### src/rtl/mem_port_arbiter.sv
// mem_port_arbiter: shares one cache-line memory port between the icache (port 0) and the dcache (port 1).
// Round-robin by default; define ARB_FIXED_PRIORITY_EN to give port 1 strict priority. dbg_state_o: 0=IDLE 1=BUSY 2=RELEASE.

module mem_port_arbiter #(
    parameter int ADDR_W  = 32,
    parameter int DATA_W  = 256,
    parameter int TIMEOUT = 1023
) (
    input  logic              clk_i,
    input  logic              rst_i,
    input  logic              m0_enable_i,
    input  logic              m0_write_i,
    input  logic [ADDR_W-1:0] m0_addr_i,
    input  logic [DATA_W-1:0] m0_data_i,
    output logic [DATA_W-1:0] m0_data_o,
    output logic              m0_ack_o,
    input  logic              m1_enable_i,
    input  logic              m1_write_i,
    input  logic [ADDR_W-1:0] m1_addr_i,
    input  logic [DATA_W-1:0] m1_data_i,
    output logic [DATA_W-1:0] m1_data_o,
    output logic              m1_ack_o,
    output logic              mem_enable_o,
    output logic              mem_write_o,
    output logic [ADDR_W-1:0] mem_addr_o,
    output logic [DATA_W-1:0] mem_data_o,
    input  logic [DATA_W-1:0] mem_data_i,
    input  logic              mem_ack_i,
    output logic [1:0]        grant_o,
    output logic              timeout_o,
    output logic [1:0]        dbg_state_o
);
    // Handshake: a requester raises mN_enable_i and holds it (with write/addr/data stable) until its
    // mN_ack_o pulse; the memory sees mem_enable_o for the whole transaction and answers with one mem_ack_i.

    typedef enum logic [1:0] {
        S_IDLE    = 2'd0,
        S_BUSY    = 2'd1,
        S_RELEASE = 2'd2
    } state_t;

    localparam int               CNT_W   = (TIMEOUT < 2) ? 1 : $clog2(TIMEOUT + 1);
    localparam logic [CNT_W-1:0] CNT_MAX = CNT_W'(TIMEOUT);

    state_t           state_q, state_d;
    logic [1:0]       grant_q, grant_d;
    logic [CNT_W-1:0] cnt_q, cnt_d;
    logic             timeout_q, timeout_d;
    logic             any_req;
    logic             pick1;
    logic             busy;

    assign any_req = m0_enable_i | m1_enable_i;

`ifdef ARB_FIXED_PRIORITY_EN
    assign pick1 = m1_enable_i;
`else
    // last_q is the index of the port served most recently; on a tie the other port wins.
    logic last_q, last_d;

    assign pick1 = m1_enable_i & (~m0_enable_i | ~last_q);

    always_comb begin
        last_d = last_q;
        if (state_q == S_IDLE && any_req) begin
            last_d = pick1;
        end
    end

    always_ff @(posedge clk_i) begin
        if (rst_i) begin
            last_q <= 1'b1;
        end else begin
            last_q <= last_d;
        end
    end
`endif

    always_comb begin
        state_d   = state_q;
        grant_d   = grant_q;
        cnt_d     = cnt_q;
        timeout_d = timeout_q;
        case (state_q)
            S_IDLE: begin
                if (any_req) begin
                    state_d = S_BUSY;
                    grant_d = pick1 ? 2'b10 : 2'b01;
                    cnt_d   = '0;
                end
            end
            S_BUSY: begin
                // Counter saturates so a hung transaction cannot wrap back below the limit.
                if (cnt_q != CNT_MAX) begin
                    cnt_d = cnt_q + CNT_W'(1);
                end
                if (TIMEOUT != 0 && cnt_d == CNT_MAX) begin
                    timeout_d = 1'b1;
                end
                if (mem_ack_i) begin
                    state_d = S_RELEASE;
                    grant_d = 2'b00;
                end
            end
            S_RELEASE: begin
                state_d = S_IDLE;
            end
            default: begin
                state_d = S_IDLE;
                grant_d = 2'b00;
            end
        endcase
    end

    always_ff @(posedge clk_i) begin
        if (rst_i) begin
            state_q   <= S_IDLE;
            grant_q   <= 2'b00;
            cnt_q     <= '0;
            timeout_q <= 1'b0;
        end else begin
            state_q   <= state_d;
            grant_q   <= grant_d;
            cnt_q     <= cnt_d;
            timeout_q <= timeout_d;
        end
    end

    assign busy         = (state_q == S_BUSY);
    assign mem_enable_o = busy;
    assign mem_write_o  = busy & (grant_q[1] ? m1_write_i : m0_write_i);
    assign mem_addr_o   = busy ? (grant_q[1] ? m1_addr_i : m0_addr_i) : '0;
    assign mem_data_o   = busy ? (grant_q[1] ? m1_data_i : m0_data_i) : '0;

    // Read data fans out to both ports; only the acked owner consumes it.
    assign m0_data_o   = mem_data_i;
    assign m1_data_o   = mem_data_i;
    assign m0_ack_o    = mem_ack_i & grant_q[0];
    assign m1_ack_o    = mem_ack_i & grant_q[1];
    assign grant_o     = grant_q;
    assign timeout_o   = timeout_q;
    assign dbg_state_o = state_q;

endmodule

### config.mk
export PLATFORM = sky130hd
export DESIGN_NAME = mem_port_arbiter
export DESIGN_NICKNAME = d
export VERILOG_FILES = /design/src/rtl/mem_port_arbiter.sv
export SDC_FILE = /design/constraint.sdc
export NUM_CORES = 1
export LEC_CHECK = 0
export ABC_AREA = 1
export CORE_AREA = 2 2 636 638
export CTS_BUF_LIST = sky130_fd_sc_hd__clkbuf_8 sky130_fd_sc_hd__clkbuf_16
export DETAILED_ROUTE_END_ITERATION = 6
export DIE_AREA = 0 0 638 640
export PLACE_DENSITY = 0.3
export REMOVE_ABC_BUFFERS = 1
export SETUP_SLACK_MARGIN = 0.2
export SYNTH_ARGS = -nofsm -noshare
export SYNTH_HDL_FRONTEND = slang
export SYNTH_SLANG_ARGS = --single-unit
### constraint.sdc
create_clock -name clk_i -period 3.6 [get_ports clk_i]
set_input_delay 1.08 -clock clk_i [delete_from_list [all_inputs] [get_ports clk_i]]
set_output_delay 1.08 -clock clk_i [all_outputs]
set_load 0.03 [all_outputs]
After elaboration in Yosys (flattened, before gate mapping)
Index checks and enable logic that the tools add are counted.
Storage, ports and cells
  logic and storage cells: 44
  output and inout port bits: 809
  bits in registers: 16
  input port bits: 839
Cells by class
  bitwise operators: 9
  $add $sub $neg: 1
  reduce and logical (&&, ||, !) cells: 7
  equality and inequality tests: 6
  mux-type cells: 16
Operator list (count)
  $mux W256: 2
  $mux W32: 2
  $mux W10: 3
  $pmux W10 S2: 1
  $add A10 B1 Y10 const B: 1
  $eq A10 B10 Y1 const B: 1
  $mux W2: 5
  $ne A10 B10 Y1 const B: 1
  $pmux W2 S3: 1
  $reduce_and A2 Y1: 3
  $and A1 B1 Y1: 4
  $ne A2 B2 Y1 const B: 2
  $pmux W2 S2: 1
  $not A1 Y1: 3
  $reduce_and A3 Y1: 1
  $eq A2 B1 Y1 const B: 1
  $eq A2 B2 Y1 const B: 1
  $logic_not A2 Y1: 1
  $or A1 B1 Y1: 2
  $reduce_bool A2 Y1: 1
  $logic_and A1 B1 Y1: 1
  $mux W1: 1

Logic depth before layout (Yosys ltp)
Gate-level depths: netlist (run 1).
  depth after elaboration: 6
  gate-level depth with buffers: 11
  depth with buffers taken out: 11

Least setup slack after synthesis (run 1)
OpenSTA, ideal clock, no wires.
  path type: reg-to-output
  from: reg grant_q[1] (netlist: grant_o[1])
  to: out mem_data_o[216]
  stages on the path, launching flop included: 6
  slack: 0.800 ns
  arrival time: 1.720 ns
  path through: dfxtp_1 -> clkbuf_1 -> buf_2 -> buf_1 -> nand2_1 -> a21oi_1
Between the ends
  word-level cells in the longest chain between the ends: 2
Ends and longest elaborated chain
  start: declaration: line 46  | logic [1:0] grant_q, grant_d;
  start signal: assignment: line 123  | grant_q <= grant_d;
  $mux W256 (2 in series): line 133  | assign mem_data_o = busy ? (grant_q[1] ? m1_data_i : m0_data_i) : '0;
  end: declaration: line 26  | output logic [DATA_W-1:0] mem_data_o,
Every way passes these cells.

Worst setup path after layout (run 1)
  from: in m0_data_i[175]
  to: out mem_data_o[175]
Between the ends
  word-level cells in the longest chain between the ends: 2
Ends and longest elaborated chain
  start: declaration: line 14  | input logic [DATA_W-1:0] m0_data_i,
  $mux W256 (2 in series): line 133
Every way passes these cells.

==> results of run 1 <==
## power by group through the flow
stage	clock network (mW)	logic, mW	registers (mW)
floorplan	0	0.995	0.234
global placement	0	3.99	0.207
detailed placement	0	3.98	0.207
CTS	0.226	4.05	0.201
global route	0.232	4.11	0.201
finish	0.221	3.88	0.199
## timing repair
action | in CTS | in global routing
gates resized for setup | 90 | 11
endpoints found under the setup margin | 73 | 11
gates cloned | 0 | 0
buffers inserted | 1 | 0
## cell families after synthesis
group	synth area share, %
xor+xnor	0.200
buf+inv	49.2
simple gates	29.2
flops	3.65
fa+ha+maj	0.143
compound gates	17.7
## final cells by class
class / instances / share of cell area [%]
timing repair buffer: 931 / 50.8
tap: 5287 / 27.8
multi-input combinational: 973 / 19.1
sequential: 16 / 1.36
antenna: 32 / 0.337
clock buffer: 3 / 0.316
inverter: 17 / 0.300
clock inverter: 1 / 0.0158
## synthesized netlist by cell type
library cell  count  share of area [%]
dfxtp_1          16                3.6
ha_1              1               0.14
nor2_2            2               0.14
inv_2             1              0.043
nand3b_1          2               0.17
xnor2_1           1               0.10
o21ai_1           2               0.11
or2_1             1              0.071
o21bai_1          1              0.086
nor2_1            8               0.34
xor2_1            1               0.10
nand4_1           1              0.071
a21oi_1         301                 17
o21ai_0           2               0.11
nand2_1         625                 27
a21oi_2           2               0.20
nand3_2           1               0.11
inv_1            16               0.68
buf_2            33                1.9
buf_4           512                 44
nand2_4           1               0.13
nand3_1          14               0.80
nand2_2           4               0.29
buf_1             9               0.38
nor3_1            1              0.057
nor2_4            2               0.26
clkbuf_1         56                2.4
## metal layers
| layer | GRT usage (%) | share of wire [%] |
|---|---|---|
| met4 | 2.26 | 1.9 |
| met5 | 17.3 | 2.5 |
| met2 | 30.4 | 42 |
| met1 | 14.5 | 25 |
| met3 | 27.6 | 28 |
## stage by stage
step | worst slack (ns) | area [um^2] | total power [mW] | util (%) | setup TNS, ns
floorplan | -8.04 | 4530 | 1.23 | - | -2396.01
global placement | -0.286 | 23200 | 4.19 | 5.79 | -1.44
detailed placement | -0.302 | 23200 | 4.19 | 5.79 | -1.60
CTS | 0.0208 | 23600 | 4.48 | 5.89 | 0
global route | 0.202 | 23700 | 4.54 | 5.92 | 0
finish | 0.152 | 23800 | 4.30 | 5.92 | 0
## registers in the layout (all words and copies together), names as in the netlist
signal,flops
dbg_state_o,2
cnt_q,10
last_q,1
grant_o,2
timeout_o,1
## worst max-delay path: stages
cell	delay, ns
clkdlybuf4s50_1	0.47
nand2_1	0.26
a21oi_2	0.37
buf_12	0.17
## final timing paths
| check | slack, ns | end |
|---|---|---|
| setup / recovery | 0.15 | mem_data_o[175] |
| hold / removal | 0.46 | timeout_o |
| hold reg to reg | 0.46 | timeout_o |
| setup reg to reg | 1.15 | cnt_q[9] |
==> impl_results.md, run 1 <==
* Outcome: finished, final reports clean
* Hold_sp: timeout_o
* Mapped Cells at 1616
* First-pass GRT wire length at 461 mm
* Critical path startpoint category: primary input
* Cell Count Post-Placement at 7223
* Clock skew at 0.00558 ns
* Root Driver: clkbuf_16
* Leading cell type in the layout, fill and taps excluded: nand2_1
* Tmin final at 3.45 ns
* # H-tree levels at 1
* RePlAce Congestion at 1.13
* Fin cells at 7260
* I/O Buffers at 879
* Required time worst endpoint at 2.52 ns
* Clock Tree Buf Depth at 2
* Hold-fix buffers at CTS at 0
* CTS tree: yes
* Hold WS at 0.461 ns
* DP HPWL at 400 mm
* Worst Path Arrival at 2.37 ns
* Initial Utilization at 2.19%
* Area of the multi-input gates at 4530 um^2
* Io pins at 1648
* # Max-Cap Violations at 0
* Fmax at 0.290 GHz
* Hold Crit Depth at 2
* Total global routing overflow at 0
* Placeable Area at 401000 um^2
* Power density cells at 181 nW/um^2
* DRT iter0 DRCs at 2251
* Clk pwr share at 5.1%
* Max_slew headroom at 46.6%
* Drt wl/cell at 59.3 um
* Reg2reg start: dbg_state_o[1]
* Final worst-path cycle share at 95.8%
* Die area at 408000 um^2
* Total area of sequential cells at 324 um^2
* Crit end category: primary output
* P_int at 1.98 mW
* DR vias/cell at 2.27
* Worst-margin pin slew at 0.798 ns
* Area overhead of the layout relative to synthesis at 171%
* Total number of vias at 16500
* Initial antenna violation count at 251
* Ys Warns at 0
* Comb power frac at 90.2%
* Unrepaired setup endpoints after global routing: no
* Skew-Pair Late Insertion Delay at 0.25 ns
* Drc violations at 0
* Die height at 640 um
* DRT antenna net count at 0
* GR Util All Layers at 20.3%
* Final setup fails at 0
* Overall routed net length at 431 mm
* Sequential share of power at 4.6%
* Worst Setup SP: m0_data_i[175]
* Number of fill cells at 47200
* Worst vdd rail ir drop at 0.140 mV
* Layout cell share with drive strength beyond 1 at 21.9%
* Sequential share of the synthesized area at 3.65%
* Synth cell types at 27
* Nets@finish at 2782
* Final hold violations at 0
* Static Leakage at 7.16 nW
* Post-synthesis register bit count at 16
* Hold WC Path Type: reg -> reg
* P_sw at 2.33 mW
* Critical path fanouts, max at 1
* Sw frac at 54.1%
* Most frequent cells in the layout: nand2_1, clkdlybuf4s50_1, buf_12
* Depth of the worst register-to-register path at 7
* Syn Area/Cell at 5.43 um^2
* Die Wd at 638 um
* Clk pin slew, worst setup/hold paths at 0.05 ns
* Total CTS buffers at 3
* Drt pass-1 iters at 6
* Row cnt at 233
* Fin. max-slew vios at 0
* Largest net degree at the start of global routing at 76
* Cell Area, Synth at 8780 um^2
* Vias in the first global route at 13000
* Critical path type: in -> out
* CTS sink count at 16
Note: power is estimated with default switching activity, not from simulation.
==> inputs of run 2 (changes only) <==
--- a/config.mk
+++ b/config.mk
@@ -10,6 +10,7 @@
 export CTS_BUF_LIST = sky130_fd_sc_hd__clkbuf_8 sky130_fd_sc_hd__clkbuf_16
 export DETAILED_ROUTE_END_ITERATION = 6
 export DIE_AREA = 0 0 638 640
+export GPL_ROUTABILITY_DRIVEN = 0
 export PLACE_DENSITY = 0.3
 export REMOVE_ABC_BUFFERS = 1
 export SETUP_SLACK_MARGIN = 0.2
==> impl_results.md, run 2 (synthesized netlist as in run 1, its figures left out) <==
* TNS Setup at 0 ns
* CTS tree: yes
* Skew-Pair Late Insertion Delay at 0.25 ns
* Crit end category: primary output
* CTS sink count at 16
* Area overhead of the layout relative to synthesis at 171%
* DRT iter0 DRCs at 2218
* Total Power at 4.36 mW
* Total CTS buffers at 3
* Placeable Area at 401000 um^2
* Leading cell type in the layout, fill and taps excluded: nand2_1
* Tmin final at 3.53 ns
* Fin. max-slew vios at 0
* Max_slew headroom at 51.6%
* Hold WC Path Type: reg -> reg
* DRT antenna net count at 0
* Unrepaired setup endpoints after global routing: yes
* Required time worst endpoint at 2.52 ns
* Final setup fails at 0
* First-pass GRT wire length at 462 mm
* Worst-margin pin slew at 0.724 ns
* Drc violations at 0
* Initial Utilization at 2.19%
* Crit path cell chain: clkdlybuf4s50_1 -> nand2_1 -> a21oi_2 -> buf_12
* Fmax at 0.284 GHz
* Static Leakage at 7.15 nW
* Clock skew at 0.00130 ns
* # Max-Cap Violations at 0
* Die height at 640 um
* Root Driver: clkbuf_16
* Slowest cell on crit path: clkdlybuf4s50_1
* Outcome: finished, final reports clean
* Vias in the first global route at 13100
* Die area at 408000 um^2
* Fin cells at 7269
* Most frequent cells in the layout: nand2_1, clkdlybuf4s50_1, buf_12
* GR Util All Layers at 20.3%
* Final worst slack at 0.0739 ns
* Die Wd at 638 um
* Overall routed net length at 431 mm
* Max incr delay on CP at 0.47 ns
* Final Util at 5.94%
* Clk pin slew, worst setup/hold paths at 0.05 ns
* Cell Count Post-Placement at 7223
* DP HPWL at 400 mm
* Clock Tree Buf Depth at 2
* Critical path type: in -> out
* Initial antenna violation count at 247
* Final worst-path cycle share at 97.9%
* Pre-CTS WS at -0.232 ns
* Final hold violations at 0
* Largest net degree at the start of global routing at 76
* Total number of vias at 16700
* Worst vdd rail ir drop at 0.118 mV
* I/O Buffers at 879
* DR vias/cell at 2.30
* Power density cells at 183 nW/um^2
* Critical path startpoint category: primary input
* Row cnt at 233
* Drt wl/cell at 59.3 um
* # H-tree levels at 1
* Most flops, register: cnt_q
* Nets@finish at 2782
* Layout cell share with drive strength beyond 1 at 23.2%
* Io pins at 1648
* Critical path fanouts, max at 1
* Largest register FFs at 10
* Worst Path Arrival at 2.45 ns
* Total global routing overflow at 0
* Drt pass-1 iters at 7
-- run 2: what timing repair did --
action                                  4_1_cts  5_1_grt
buffers inserted                              1        0
resized for setup                           111       12
endpoints found under the hold margin         0        0
endpoints found under the setup margin       89       13
pin swaps                                     1        0
cloned                                        0        0
hold buffers                                  0        0
-- run 2: area by class of cell --
class | count | area (um^2)
fill | 47200 | 378000
timing repair buffer | 931 | 12100
tap | 5287 | 6620
multi-input combinational | 973 | 4570
sequential | 16 | 324
antenna | 41 | 103
clock buffer | 3 | 75.1
inverter | 17 | 71.3
clock inverter | 1 | 3.75
-- run 2: final timing paths --
| path | start | slack (ns) | endpoint | depth (start not counted) |
|---|---|---|---|---|
| worst max-delay path | m0_data_i[206] | 0.07 | mem_data_o[206] | 4 |
| worst min-delay path | timeout_o | 0.47 | timeout_o | 2 |
| worst max register to register | dbg_state_o[1] | 1.24 | cnt_q[9] | 7 |
| worst min register to register | timeout_o | 0.47 | timeout_o | 2 |
-- run 2: layer usage --
metal | up-vias | track usage (%) | wire length [um]
met4 | 236 | 3.62 | 11100
li1 | 5252 | - | -
met5 | - | 16.8 | 11100
met1 | 7237 | 14.5 | 109000
met3 | 635 | 27.9 | 123000
met2 | 3339 | 29.9 | 177000
-- run 2: critical path, delay by kind of cell --
kind | cells | cell delay (ns)
simple gates | 1 | 0.40
compound gates | 1 | 0.33
buf+inv | 2 | 0.62
-- run 2: per-stage QoR --
stage / hold slack [ns] / area (um^2)
finish: 0.471 / 23800
global route: 0.504 / 23800
CTS: 0.470 / 23700
detailed placement: 0.463 / 23200
global placement: 0.457 / 23200
floorplan: 0.439 / 4530
-- run 2: where the power goes --
part | internal, mW | switching (mW) | total [mW]
Sequential | 0.183 | 0.0166 | 0.200
Clock | 0.147 | 0.0714 | 0.219
Combinational | 1.65 | 2.29 | 3.94
Total | 1.98 | 2.38 | 4.36
==> inputs of run 3 (changes only) <==
--- a/config.mk
+++ b/config.mk
@@ -14,6 +14,7 @@
 export PLACE_DENSITY = 0.3
 export REMOVE_ABC_BUFFERS = 1
 export SETUP_SLACK_MARGIN = 0.2
+export SLEW_MARGIN = 20
 export SYNTH_ARGS = -nofsm -noshare
 export SYNTH_HDL_FRONTEND = slang
 export SYNTH_SLANG_ARGS = --single-unit
==> results of run 3 <==
Final layout, timing and power as in run 2 (identical DEF).
